[src/rtl/decode_sequencer.sv]
// Instruction decode and timing sequencer: opcode/indirect-bit register with
// one-hot decode, modulo sequence counter with one-hot timing and a sticky halt.
module decode_sequencer #(
  parameter int unsigned OPW = 3,
  parameter int unsigned SCW = 4
) (
  input  logic                clk,
  input  logic                reset,
  input  logic                ir_load,
  input  logic [OPW-1:0]      ir_opcode,
  input  logic                ir_i,
  input  logic                sc_inc,
  input  logic                sc_clr,
  input  logic                halt,
  output logic [2**OPW-1:0]   d,
  output logic [2**SCW-1:0]   t,
  output logic                i_bit,
  output logic [SCW-1:0]      sc_value,
  output logic                wrap,
  output logic                halted
);

  typedef enum logic {ST_RUN = 1'b0, ST_HALT = 1'b1} state_e;

  state_e         state_q, state_d;
  logic [OPW-1:0] opcode_q, opcode_d;
  logic           i_bit_q, i_bit_d;
  logic           valid_q, valid_d;
  logic [SCW-1:0] sc_q, sc_d;
  logic           wrap_q, wrap_d;

  always_ff @(posedge clk) begin
    if (reset) begin
      state_q  <= ST_RUN;
      opcode_q <= '0;
      i_bit_q  <= 1'b0;
      valid_q  <= 1'b0;
      sc_q     <= '0;
      wrap_q   <= 1'b0;
    end else begin
      state_q  <= state_d;
      opcode_q <= opcode_d;
      i_bit_q  <= i_bit_d;
      valid_q  <= valid_d;
      sc_q     <= sc_d;
      wrap_q   <= wrap_d;
    end
  end

  // halt is judged against the registered state, so a clr/inc/load arriving
  // in the same cycle as halt still takes effect on that edge.
  always_comb begin
    state_d  = state_q;
    opcode_d = opcode_q;
    i_bit_d  = i_bit_q;
    valid_d  = valid_q;
    sc_d     = sc_q;
    wrap_d   = 1'b0;
    unique case (state_q)
      ST_RUN: begin
        if (halt) state_d = ST_HALT;
        if (ir_load) begin
          opcode_d = ir_opcode;
          i_bit_d  = ir_i;
          valid_d  = 1'b1;
        end
        if (sc_clr) begin
          sc_d = '0;
        end else if (sc_inc) begin
          sc_d   = sc_q + SCW'(1);
          wrap_d = (sc_q == '1);
        end
      end
      ST_HALT: begin
        state_d = ST_HALT;
      end
      default: state_d = ST_RUN;
    endcase
  end

  always_comb begin
    d = '0;
    if (valid_q) d[opcode_q] = 1'b1;
  end

  always_comb begin
    t = '0;
    t[sc_q] = 1'b1;
  end

  assign i_bit    = i_bit_q;
  assign sc_value = sc_q;
  assign wrap     = wrap_q;
  assign halted   = (state_q == ST_HALT);

endmodule

[config.mk]
export PLATFORM = sky130hd
export DESIGN_NAME = decode_sequencer
export DESIGN_NICKNAME = d
export VERILOG_FILES = /design/src/rtl/decode_sequencer.sv
export SDC_FILE = /design/constraint.sdc
export NUM_CORES = 1
export LEC_CHECK = 0
export ABC_AREA = 1
export CORE_ASPECT_RATIO = 1.25
export CORE_MARGIN = 4
export CORE_UTILIZATION = 25
export DETAILED_ROUTE_END_ITERATION = 6
export REMOVE_ABC_BUFFERS = 1
export SYNTH_ARGS = -nofsm -noshare
export SYNTH_HDL_FRONTEND = slang
export SYNTH_SLANG_ARGS = --single-unit
export TNS_END_PERCENT = 100
[constraint.sdc]
create_clock -name clk -period 1.1 [get_ports clk]
set_input_delay 0.22 -clock clk [delete_from_list [all_inputs] [get_ports clk]]
set_output_delay 0.22 -clock clk [all_outputs]
set_load 0.01 [all_outputs]
# Yosys cells after proc, flatten, opt, wreduce, memory -nomap -nowiden
# Cells that the tools add are included.
# totals
reg_bits,11
# classes
n_mux,9
addsub,1
order_cmp,4
n_bitwise,2
eq_ne,1
n_reduce_logical,6
# ops
cell,count
$mux W4,2
$mux W8,1
$lt A4 B5 Y1 const B,1
$add A4 B1 Y4 const B,1
$demux W1 S4,1
$eq A4 B4 Y1 const B,1
$ge A4 B1 Y1 const B,1
$lt A3 B4 Y1 const B,1
$reduce_and A2 Y1,2
$reduce_or A4 Y1,1
$demux W1 S3,1
$ge A3 B1 Y1 const B,1
$mux W1,3
$logic_and A1 B1 Y1,2
$not A1 Y1,2
$pmux W1 S2,1
$reduce_bool A2 Y1,1

# Depth between registers and ports, before layout
# logic_depth
ltp_word,5
depth_mapped,6

# Worst setup path before layout
# No wires, ideal clock.
# synth_timing
kind,reg2out
from,"register sc_q[0], in the netlist sc_value[0]"
to,output port t[11]
slack_ns,-0.055
stages_incl_launch_ff,4
arrival_ns,0.935
cell_sequence,dfxtp_1 ha_1 inv_1 nor2_1
# synth_via
elab_chain_cells,4
# synth_rtl
element,line,text
start: declaration,29,"logic [SCW-1:0] sc_q, sc_d;"
start signal: assignment,38,sc_q <= '0;
start signal: assignment,45,sc_q <= sc_d;
$lt A4 B5 Y1 (not written as such) / $ge A4 B1 Y1 (equally long branches),88,t[sc_q] = 1'b1;
$logic_and A1 B1 Y1 (not written as such),88,
$mux W1 (not written as such),88,
$demux W1 S4 (*),88,
end: declaration,16,"output logic [2**SCW-1:0] t,"
# Every way passes the cells marked *; elsewhere a longest branch is shown, timed or not.

# Final worst setup path
# layout_timing
from,"register sc_q[1], in the netlist sc_value[1]"
to,output port t[4]
# The elaborated chain is that of the path after synthesis.

==> results.cfg <==
[run_status]
status = complete, but fails checks
violations = negative setup slack

[layout]
areaGrowthSynthToFinish_pct = 105.6
fin_nets = 190
final.fill_count = 261
diodes = 0
final_cell_area_um2 = 1413
drive_gt1_frac = 0.6171
final_cells = 209

[floorplan]
die_w_um = 54.89
start_util = 0.2588
rows = 21
die_area_um2 = 3656
io_pins = 41
die_height_um = 66.61
core_area_um2 = 2654

[pwr]
seqPwrFrac = 0.430
power.density_nw_per_um2 = 709.9
p_leak_nw = 0.6776
ir_drop_mv = 0.4094
switching_share = 0.2985
clockPowerShare = 0.280
internal-power_mw = 0.7035
switchingPower_mw = 0.2993
pwr-share-comb = 0.290

[global_route]
use_met1 = 0.1518
grt_pass1_wl_mm = 3.815
grt_use_total = 0.1431
grt_max_degree = 9
use_met3 = 0.04027
antenna_found_initial = 0
grtUsageMet2 = 0.2515
grt-ovfl-total = 0
grt_pass1_vias = 933
grt_busiest_layer = met2

[clocking]
cts_hold_repair.buffers = 0
clk_path_buf_depth = 2
htreeDepth = 1
cts_buffers = 3
cts_root_buf = clkbuf_4
clkTransAtPathRegs_ps = 70
cts.sinks = 11
clk_latency_ps = 270
cts_tree = built

[yosys]
yosysSeqAreaShare = 0.3206
synth_seq_cells = 11
synth_top_area_share = 0.3206
syn_inst = 106
ys_types = 18
synth_mux_area_frac = 0
synth_area_leaders = dfxtp_1 (32%), nor2_1 (17%), nand2_1 (11%)
synth_top_family_by_area = simple AND/OR/NAND/NOR gates
synth_largest_area_cell = dfxtp_1
synth-compound-area-share = 0.09654
syn-cell-area_um2 = 686.9
synthSimpleGateAreaFrac = 0.4062
synth_xor_area_frac = 0
avgSynthCellArea_um2 = 6.480
yosysWarnings = 0
synthAdderAreaFrac = 0.07286

[placed_design]
gp_congestion = 0.7865
placed_cells = 196
dp.final_hpwl_mm = 1.772
io_buffers = 40
place_ws_ps = -494.3
place_area_um2 = 1262

[worst_setup_path]
crit_path_max_fanout = 4
end_kind = primary output
required_ps = 880
criticalPathCategory = register to primary output
arrival_ps = 1150
startpoint_type = register

[timing]
min_period_ps = 1373
fmax_mhz = 728.5
worst_pin_slew_ps = 229.5
slew_viol_final = 0
slew_headroom = 0.8466
post-route-period-util = 1.248
rsz0062_at_grt = yes
skew_ps = 2.625
worst_slack_ps = -272.7
setup_violations = 27
hold_viol_final = 0

[detailed_routing]
firstDrtPassIters = 5
routed_wl_mm = 2.487
ant_nets = 0
drt_iter0_markers = 9
vias_per_cell = 4.297
num_vias = 898
drc = 0
avgRoutedWirePerCell_um = 11.90

[run]
maxCapViolCount = 0

[hold_path]
hold_path.class = register to register
==> cell usage after synthesis <==
cell type  number
nor4_2          1
a21oi_2         1
or2_1           1
nor2_1         32
a21oi_1         5
nand2_4         1
dfxtp_1        11
a211oi_2        2
inv_1          13
ha_1            4
inv_2           4
o21bai_1        1
buf_4           1
nor2_2          1
nand3_1         3
nand2_1        21
nand3_2         1
nand2_2         3
==> power groups by stage <==
| stage | registers [mW] | logic, mW | clock network (mW) |
|---|---|---|---|
| 2_1_floorplan | 0.442 | 0.0964 | 0 |
| 3_3_place_gp | 0.437 | 0.242 | 0 |
| 3_5_place_dp | 0.439 | 0.244 | 0 |
| 4_1_cts | 0.431 | 0.271 | 0.290 |
| 5_1_grt | 0.433 | 0.319 | 0.312 |
| 6_report | 0.432 | 0.291 | 0.281 |
==> per-layer routing <==
metal	vias to the layer above	part of all wire
met5	-	0
met2	41	0.50
li1	459	-
met1	394	0.40
met3	4	0.090
met4	0	0.012
==> logic make-up (layout without fill, tap and decap cells) <==
logic type,count (synthesis),count (layout)
simple gates,64,64
buf+inv,18,87
flops,11,11
compound gates,9,9
fa+ha+maj,4,4
==> flip-flops by register name (all words and copies together) (netlist names) <==
name and count:
sc_value 4, opcode_q 3, halted 1, i_bit 1
valid_q 1, wrap 1
==> timing repair <==
action                                 4_1_cts  5_1_grt
gates resized for setup                    157       29
setup buffers                                5        7
endpoints found under the hold margin        0        0
pin swaps                                   19       10
setup endpoints to repair                   32       34
==> final timing paths <==
path,from,cells after the start,slack [ps],to
hold reg to reg,i_bit,2,470,i_bit
hold / removal,i_bit,2,470,i_bit
setup reg to reg,sc_value[0],6,0,sc_value[0]
setup / recovery,sc_value[1],5,-270,t[4]
==> critical path: stages (launching register included) <==
cell	delay [ps]
dfxtp_4	420
inv_6	60
ha_4	160
inv_4	60
nor2_1	40
buf_2	140
==> cells in the final DEF, fill, tap and decap left out <==
cell type         n
dfxtp_2           4
o21bai_1          1
a21oi_2           1
buf_2            23
buf_6            10
nand2_2           4
buf_4            20
nor2_2           10
inv_2             6
inv_1             4
nor2_1           22
nand2_1          19
clkdlybuf4s15_1   2
or2_4             1
clkbuf_1          1
dfxtp_1           3
clkdlybuf4s50_1   9
nand2_4           2
ha_4              4
clkbuf_2          1
a211oi_2          2
clkbuf_4          3
nor2_4            1
nand3_1           1
inv_6             1
inv_4             6
buf_12            1
a21oi_1           5
dfxtp_4           4
nand3_2           3
nor4_4            1
==> cell type report <==
cell class / instances / area [µm²] / share of cell area
clock buffers: 4 / 26.28 / 0.01860
inverters: 17 / 83.83 / 0.05934
multi-input cells: 77 / 506.7 / 0.3587
flip-flops and latches: 11 / 240.2 / 0.1701
well taps: 34 / 42.54 / 0.03012
repair buffers: 66 / 513.0 / 0.3632
==> metrics by stage <==
| stage | setup TNS, ps | hold slack, ps | util | power [mW] |
|---|---|---|---|---|
| 6_report | -5734 | 465.8 | 0.5323 | 1.003 |
| 2_1_floorplan | -435.4 | 282.4 | - | 0.5389 |
| 3_3_place_gp | -10920 | 449.4 | 0.4757 | 0.6794 |
| 4_1_cts | -5411 | 462.1 | 0.4941 | 0.9918 |
| 3_5_place_dp | -11640 | 453.2 | 0.4757 | 0.6826 |
| 5_1_grt | -7212 | 491.7 | 0.5323 | 1.065 |
Power figures use the tool's default switching activity.
